$ cat src/rtl/duty_ui_pkg.sv
// Shared defaults for the duty-cycle button front end. The PWM top-level
// wrapper uses the same constants, so both blocks stay in step.
package duty_ui_pkg;

    localparam int DUTY_SYNC_STAGES     = 2;   // synchronizer depth (min 2)
    localparam int DUTY_DEBOUNCE_CYCLES = 4;   // stable cycles before a level flip (min 1)
    localparam int DUTY_REPEAT_DELAY    = 16;  // press pulse to first repeat; 0 = no repeat
    localparam int DUTY_REPEAT_PERIOD   = 8;   // cycles between repeats (min 1)
    localparam int DUTY_CNT_W           = 8;   // counter width

endpackage

$ cat src/rtl/debounce_channel.sv
// One button channel: a synchronizer chain followed by a debounce counter.
//   i_clk, i_rst_n : clock, async active-low reset
//   i_raw          : raw asynchronous button level
//   o_level_d      : next debounced level (from flops only; lets the parent
//                    register edge pulses in the same cycle the level flips)
//   o_level_q      : registered debounced level
module debounce_channel
    import duty_ui_pkg::*;
#(
    parameter int SYNC_STAGES     = DUTY_SYNC_STAGES,
    parameter int DEBOUNCE_CYCLES = DUTY_DEBOUNCE_CYCLES,
    parameter int CNT_W           = DUTY_CNT_W
) (
    input  logic i_clk,
    input  logic i_rst_n,
    input  logic i_raw,
    output logic o_level_d,
    output logic o_level_q
);

    logic [SYNC_STAGES-1:0] sync_q, sync_d;
    logic                   level_q, level_d;
    logic [CNT_W-1:0]       cnt_q, cnt_d;
    logic                   synced;

    always_comb begin
        sync_d  = {sync_q[SYNC_STAGES-2:0], i_raw};
        synced  = sync_q[SYNC_STAGES-1];
        level_d = level_q;
        cnt_d   = '0;
        if (synced != level_q) begin
            // Flip on the cycle the count would reach DEBOUNCE_CYCLES.
            if (cnt_q == CNT_W'(DEBOUNCE_CYCLES - 1)) begin
                level_d = ~level_q;
            end else begin
                cnt_d = cnt_q + 1'b1;
            end
        end
    end

    always_ff @(posedge i_clk or negedge i_rst_n) begin
        if (!i_rst_n) begin
            sync_q  <= '0;
            level_q <= 1'b0;
            cnt_q   <= '0;
        end else begin
            sync_q  <= sync_d;
            level_q <= level_d;
            cnt_q   <= cnt_d;
        end
    end

    assign o_level_d = level_d;
    assign o_level_q = level_q;

endmodule

$ cat src/rtl/duty_button_cond.sv
// Button conditioning for the PWM duty-cycle block: debounces the increase
// and decrease buttons and produces single-cycle command pulses with
// hold-to-repeat. All outputs are registered.
//   i_clk, i_rst_n   : clock, async active-low reset
//   i_increase_duty  : raw increase button (async, active-high)
//   i_decrease_duty  : raw decrease button (async, active-high)
//   o_inc_pulse      : one-cycle increase command
//   o_dec_pulse      : one-cycle decrease command
//   o_inc_level      : debounced increase level
//   o_dec_level      : debounced decrease level
module duty_button_cond
    import duty_ui_pkg::*;
#(
    parameter int SYNC_STAGES     = DUTY_SYNC_STAGES,
    parameter int DEBOUNCE_CYCLES = DUTY_DEBOUNCE_CYCLES,
    parameter int REPEAT_DELAY    = DUTY_REPEAT_DELAY,
    parameter int REPEAT_PERIOD   = DUTY_REPEAT_PERIOD,
    parameter int CNT_W           = DUTY_CNT_W
) (
    input  logic i_clk,
    input  logic i_rst_n,
    input  logic i_increase_duty,
    input  logic i_decrease_duty,
    output logic o_inc_pulse,
    output logic o_dec_pulse,
    output logic o_inc_level,
    output logic o_dec_level
);

    // Index 0 = increase channel, index 1 = decrease channel.
    logic [1:0]       lvl_d, lvl_q, lvl_oth;
    logic [1:0]       rise, press, rep;
    logic [1:0]       inval_q, inval_d;
    logic [1:0]       pulse_q, pulse_d;
    logic [CNT_W-1:0] rep_cnt_q [2];
    logic [CNT_W-1:0] rep_cnt_d [2];

    debounce_channel #(
        .SYNC_STAGES     (SYNC_STAGES),
        .DEBOUNCE_CYCLES (DEBOUNCE_CYCLES),
        .CNT_W           (CNT_W)
    ) u_inc (
        .i_clk     (i_clk),
        .i_rst_n   (i_rst_n),
        .i_raw     (i_increase_duty),
        .o_level_d (lvl_d[0]),
        .o_level_q (lvl_q[0])
    );

    debounce_channel #(
        .SYNC_STAGES     (SYNC_STAGES),
        .DEBOUNCE_CYCLES (DEBOUNCE_CYCLES),
        .CNT_W           (CNT_W)
    ) u_dec (
        .i_clk     (i_clk),
        .i_rst_n   (i_rst_n),
        .i_raw     (i_decrease_duty),
        .o_level_d (lvl_d[1]),
        .o_level_q (lvl_q[1])
    );

    assign lvl_oth = {lvl_d[0], lvl_d[1]};

    always_comb begin
        rise    = '0;
        press   = '0;
        rep     = '0;
        inval_d = '0;
        pulse_d = '0;
        for (int c = 0; c < 2; c++) begin
            rep_cnt_d[c] = rep_cnt_q[c];
            rise[c]  = lvl_d[c] & ~lvl_q[c];
            press[c] = rise[c] & ~lvl_oth[c];
            // A channel that is ever held together with the other one stays
            // invalid until its own release. This covers the earlier-held
            // button, the late arrival and same-cycle rises alike, so no
            // repeat can appear when only one of the two is let go.
            inval_d[c] = lvl_d[c] & (inval_q[c] | lvl_oth[c]);
            // Repeat timer: 0 = idle, otherwise counts down to a pulse at 1.
            if (press[c]) begin
                rep_cnt_d[c] = CNT_W'(REPEAT_DELAY);
            end else if (!lvl_d[c] || inval_d[c]) begin
                rep_cnt_d[c] = '0;
            end else if (rep_cnt_q[c] == CNT_W'(1)) begin
                rep[c]       = 1'b1;
                rep_cnt_d[c] = CNT_W'(REPEAT_PERIOD);
            end else if (rep_cnt_q[c] != '0) begin
                rep_cnt_d[c] = rep_cnt_q[c] - 1'b1;
            end
            pulse_d[c] = press[c] | rep[c];
        end
    end

    always_ff @(posedge i_clk or negedge i_rst_n) begin
        if (!i_rst_n) begin
            inval_q      <= '0;
            pulse_q      <= '0;
            rep_cnt_q[0] <= '0;
            rep_cnt_q[1] <= '0;
        end else begin
            inval_q      <= inval_d;
            pulse_q      <= pulse_d;
            rep_cnt_q[0] <= rep_cnt_d[0];
            rep_cnt_q[1] <= rep_cnt_d[1];
        end
    end

    assign o_inc_pulse = pulse_q[0];
    assign o_dec_pulse = pulse_q[1];
    assign o_inc_level = lvl_q[0];
    assign o_dec_level = lvl_q[1];

endmodule

$ cat config.mk
export PLATFORM = sky130hd
export DESIGN_NAME = duty_button_cond
export DESIGN_NICKNAME = d
export VERILOG_FILES = /design/src/rtl/duty_ui_pkg.sv /design/src/rtl/debounce_channel.sv /design/src/rtl/duty_button_cond.sv
export SDC_FILE = /design/constraint.sdc
export NUM_CORES = 1
export LEC_CHECK = 0
export ABC_CLOCK_PERIOD_IN_PS = 2300
export CAP_MARGIN = 5
export CORE_MARGIN = 2
export CORE_UTILIZATION = 54
export DETAILED_ROUTE_END_ITERATION = 8
export GPL_TIMING_DRIVEN = 0
export PLACE_DENSITY_LB_ADDON = 0.1
export SYNTH_ARGS = -nofsm -noshare
export SYNTH_HDL_FRONTEND = slang
export SYNTH_HIERARCHICAL = 1
export SYNTH_SLANG_ARGS = --single-unit
$ cat constraint.sdc
create_clock -name i_clk -period 2.3 [get_ports i_clk]
set_input_delay 0.46 -clock i_clk [delete_from_list [all_inputs] [get_ports i_clk]]
set_output_delay 0.46 -clock i_clk [all_outputs]
set_load 0.005 [all_outputs]
# Yosys cells after proc, flatten, opt, wreduce, memory -nomap -nowiden
# Cells that the tools add are included.
# op_classes
muxes	22
eq_ne	6
n_reduce_logical	8
n_bitwise	14
add_sub_neg	4
# ops
cell	count
$mux 8	12
$add 8x1->8 const B	2
$eq 8x1->1 const B	2
$eq 8x2->1 const B	2
$reduce_bool 8->1	2
$sub 8x1->8 const B	2
$mux 1	10
$reduce_bool 4->1	2
$and 1x1->1	6
$not 1->1	4
$or 1x1->1	4
$logic_not 1->1	2
$logic_or 1x1->1	2
$ne 1x1->1	2
# totals
out_inout_bits	4
register_bits	42
word_cells	64
inputBits	4

# Depth between registers and ports, before layout
# logic_depth
word_depth	9
mapped_depth	9

# By module
# Netlist, hierarchy kept.
# modules_own_cells
module	cells_each	instances	area_per_inst_um2
duty_button_cond	123	1	1156.1
debounce_channel	44	2	493.0

# Least setup slack after synthesis
# Ideal clock, no wire load.
# synth_timing
path_kind	register -> register
start	reg u_dec.cnt_q[0]
end	reg rep_cnt_q[13] in the netlist's numbering
path_stages_with_launch	10
required_ps	2234
t_arrival_ps	2293
setup_ps	66
path_buffers	1
setup_slack_ps	-59
period_less_slack_ps	2359
cell_sequence	dfrtp_1 -> ha_1 -> nor4b_2 -> nand2_1 -> mux2_2 -> nand4bb_1 -> clkbuf_1 -> a21o_1 -> or4_1 -> nand2_1
# synth_between
elab_chain_len	8
elab_cells_between_ends	11
classes_between	eq/ne: 1; mux: 4; bitwise: 4; reduce/logical: 2
# synth_lines
element	line_no	source
start: declaration	debounce_channel.sv:23	logic [CNT_W-1:0] cnt_q, cnt_d;
start signal: assignment	debounce_channel.sv:49	cnt_q <= cnt_d;
$eq 8x2->1 *	debounce_channel.sv:33	if (cnt_q == CNT_W'(DEBOUNCE_CYCLES - 1)) begin
$mux 1 *	debounce_channel.sv:33	
$mux 1 *	debounce_channel.sv:31	if (synced != level_q) begin
via lvl_d[1]	duty_button_cond.sv:31	logic [1:0] lvl_d, lvl_q, lvl_oth;
$or 1x1->1	duty_button_cond.sv:78	inval_d[c] = lvl_d[c] & (inval_q[c] | lvl_oth[c]);
$and 1x1->1	duty_button_cond.sv:78	
$logic_or 1x1->1	duty_button_cond.sv:82	end else if (!lvl_d[c] || inval_d[c]) begin
$mux 8	duty_button_cond.sv:82	
$mux 8	duty_button_cond.sv:80	if (press[c]) begin
end: declaration	duty_button_cond.sv:35	logic [CNT_W-1:0] rep_cnt_q [2];
# Mark *: on every way through the listed nets, which the timed path passes. The rest lies on a longest branch.
# A chain may end at the register's enable or synchronous reset.

# Final worst setup path
# Same ends and word-level chain as after synthesis.

==> metrics.cfg <==
[outcome]
outcome = finished, violations left
violations = setup timing

[timing]
finalSetupViolations = 5
skew_ps = 6.54
rsz0062_at_grt = yes
slew_headroom_pct = 39.7
setup_tns_ps = -271
holdWs_ps = 281
drv_slew = 0
finalHoldViolCount = 0
max_slew.worst_pin.slew_ps = 904
fin_crit_sh_pct = 104
max_freq_ghz = 0.418
min_period_ps = 2390
fin_ws_ps = -92.3

[yosys]
synth_edf_count = 0
ys_seq_area_share_pct = 49.1
synth_area_mm2 = 0.00214
synth_top_flop_cell = dfrtp_1
yosysTopAreaCell = dfrtp_1
yosysWarnings = 6
yosys-top-cells-area = dfrtp_1 (49%), ha_1 (5.8%), or3_1 (3.8%)
synth-seq-cells = 42
syn-num-nets = 225
yosys-top-cells-count = dfrtp_1 (42), a21oi_1 (16), nor2_1 (15), nand2_1 (14)
async_flop_share_pct = 100
synth_cells = 211
yosysMostFrequentCell = dfrtp_1
avgSynthCellArea_um2 = 10.2
yosysUniqueCellTypes = 38
synth_top_area_share_pct = 49.1

[global_routing]
antenna_found_initial = 0
grt_pass1_vias = 1669
gr-usage-all-layers_pct = 23.1
grt.overflow.total = 0
grt_max_degree = 43
grt_pass1_wl_mm = 7.69

[setup_path]
worst-setup-path-type = register to register
endpoint_kind = register
required_ps = 2550
regToRegStartpoint = u_dec/cnt_q[0]$_DFF_PN0_
crit_arrival_ps = 2640
r2r-end = rep_cnt_q[13]$_DFFE_PN0P_
ff2ff_path_depth = 9
crit_fanout = 4
start_kind = register
r2r_slack_ps = -90

[clock_tree]
clock_latency_ps = 300
clk_pin_slew_ps = 90
root_buffer = clkbuf_8
clock_path_buffers = 2
clock_sinks = 42
h-tree-depth = 2
cts_tree = done
ctsHoldBuffers = 0
cts_buffers = 5

[place]
dp_cells = 266
dpl.hpwl_mm = 2.56
routabilityCongestion = 0.865
port_buffers = 7
pre_cts_slack_ps = -316

[drt]
drtAntennaViolNets = 0
routedWlPerCell_um = 15.8
drtIter0Drc = 141
vias_per_cell = 5.90
vias = 1740
drc_errors = 0
first_pass_iters = 4
drt-total-wl_mm = 4.65

[pwr]
power_density_mw_per_mm2 = 1300
power.total_uw = 3430
ir_drop_uv = 730
power.internal_uw = 2020
p_seq_share_pct = 32.4
combinationalPowerShare_pct = 52.9
clkPwrFrac_pct = 14.7
power.leakage_uw = 0.00119
p_switching_uw = 1410
sw_frac_of_total_pct = 41.2

[worst_hold_path]
hp-class = input pin to asynchronous set/reset pin

[finish]
n_fill_cell = 279
nets = 260
finalNonFillerCells = 295
area_growth_pct = 23.2
n_antenna_cell = 0
drive_gt1_share_pct = 24.7

[die]
initial_core_util_pct = 57.2
die_area_mm2 = 0.00449
coreArea_mm2 = 0.00374
num_rows = 22
die_w_um = 67.0
io_pins = 8
die_h_um = 67.0

[flow_run]
maxCapViolations = 0

-- sequential cells by signal (all words and copies together), names as in the netlist --
name / flops
inval_q: 2
u_inc/o_level_q: 1
u_dec/o_level_q: 1
rep_cnt_q: 16
u_dec/sync_q: 2
pulse_q: 2
u_inc/cnt_q: 8
u_inc/sync_q: 2
u_dec/cnt_q: 8
-- power groups by stage --
stage / clock network, µW / registers (µW) / logic (µW)
6_report: 503 / 1110 / 1820
5_1_grt: 551 / 1140 / 1980
4_1_cts: 512 / 1100 / 1600
3_5_place_dp: 0 / 1130 / 1320
3_3_place_gp: 0 / 1120 / 1280
2_1_floorplan: 0 / 1090 / 1040
-- critical path: stages (launching register included) --
cell and delay, ps:
dfrtp_1 370, ha_2 200, nor4b_4 240, nand2_1 110, mux2_4 320, nand4bb_1 190
clkbuf_8 170, a21o_1 170, or4_4 480, nand2_2 80
-- worst max-delay path by stage --
| stage | from | to | slack, ps | cells after the start |
|---|---|---|---|---|
| final | u_dec/cnt_q[0]$_DFF_PN0_ | rep_cnt_q[13]$_DFFE_PN0P_ | -90 | 9 |
| after global routing | u_dec/cnt_q[0]$_DFF_PN0_ | rep_cnt_q[13]$_DFFE_PN0P_ | -240 | 9 |
| after CTS | u_dec/cnt_q[1]$_DFF_PN0_ | rep_cnt_q[5]$_DFFE_PN0P_ | 8 | 10 |
| after detailed placement | u_dec/cnt_q[0]$_DFF_PN0_ | rep_cnt_q[14]$_DFFE_PN0P_ | -320 | 9 |
| after global placement | i_rst_n | rep_cnt_q[0]$_DFFE_PN0P_ | -250 | 1 |
| after floorplan | u_inc/cnt_q[0]$_DFF_PN0_ | rep_cnt_q[7]$_DFFE_PN0P_ | -40 | 8 |
-- cells in the final DEF (no fill, tap or decap), types with 4 or more instances in the layout --
master and instances:
a21o_1 5, a21oi_1 14, a21oi_2 4, buf_4 22
clkbuf_8 6, clkdlybuf4s50_1 6, dfrtp_1 39, ha_1 9
inv_1 8, nand2_1 13, nand3_1 9, nor2_1 15
nor3_1 9, o21ai_0 12, or3_1 12, xnor2_1 4
xor2_1 8
-- per-stage QoR --
step           cell area [µm²]  utilization [%]
4_1_cts                   2560             68.3
3_5_place_dp              2270             60.7
2_1_floorplan             2150                -
6_report                  2640             70.5
3_3_place_gp              2280             60.8
5_1_grt                   2640             70.5
-- timing repair --
action | in CTS | in global routing
gates resized for setup | 13 | 15
setup buffers | 17 | 4
pin swaps | 6 | 4
setup endpoints to repair | 9 | 10
-- cells by family after synthesis --
kind of cell / Yosys count / synth area share [%]
AO/OA/AOI/OAI: 44 / 12.3
multiplexers: 2 / 1.05
AND/OR/NAND/NOR: 90 / 24.9
buffers and inverters: 11 / 1.99
XOR/XNOR: 12 / 4.91
flip-flops: 42 / 49.1
adder cells (fa/ha/maj): 10 / 5.84
-- area by class of cell --
class,instances,area (µm²),area share (%)
plain buffers,2,21.3,0.806
multi-input cells,158,1150,43.7
repair buffers,28,223,8.44
flip-flops and latches,42,1050,40.0
well taps,48,60.1,2.28
clock buffers,5,68.8,2.61
inverters,9,33.8,1.28
clock inverters,3,23.8,0.901
-- routing by layer --
layer / track usage [%] / share of wire [%] / vias up
met5: 0 / 0 / -
met4: 6.89 / 1.4 / 0
met3: 5.57 / 3.5 / 7
met2: 39.1 / 51 / 41
met1: 29.3 / 44 / 852
li1: - / - / 840
No activity file was read; power rests on OpenSTA's default activity.
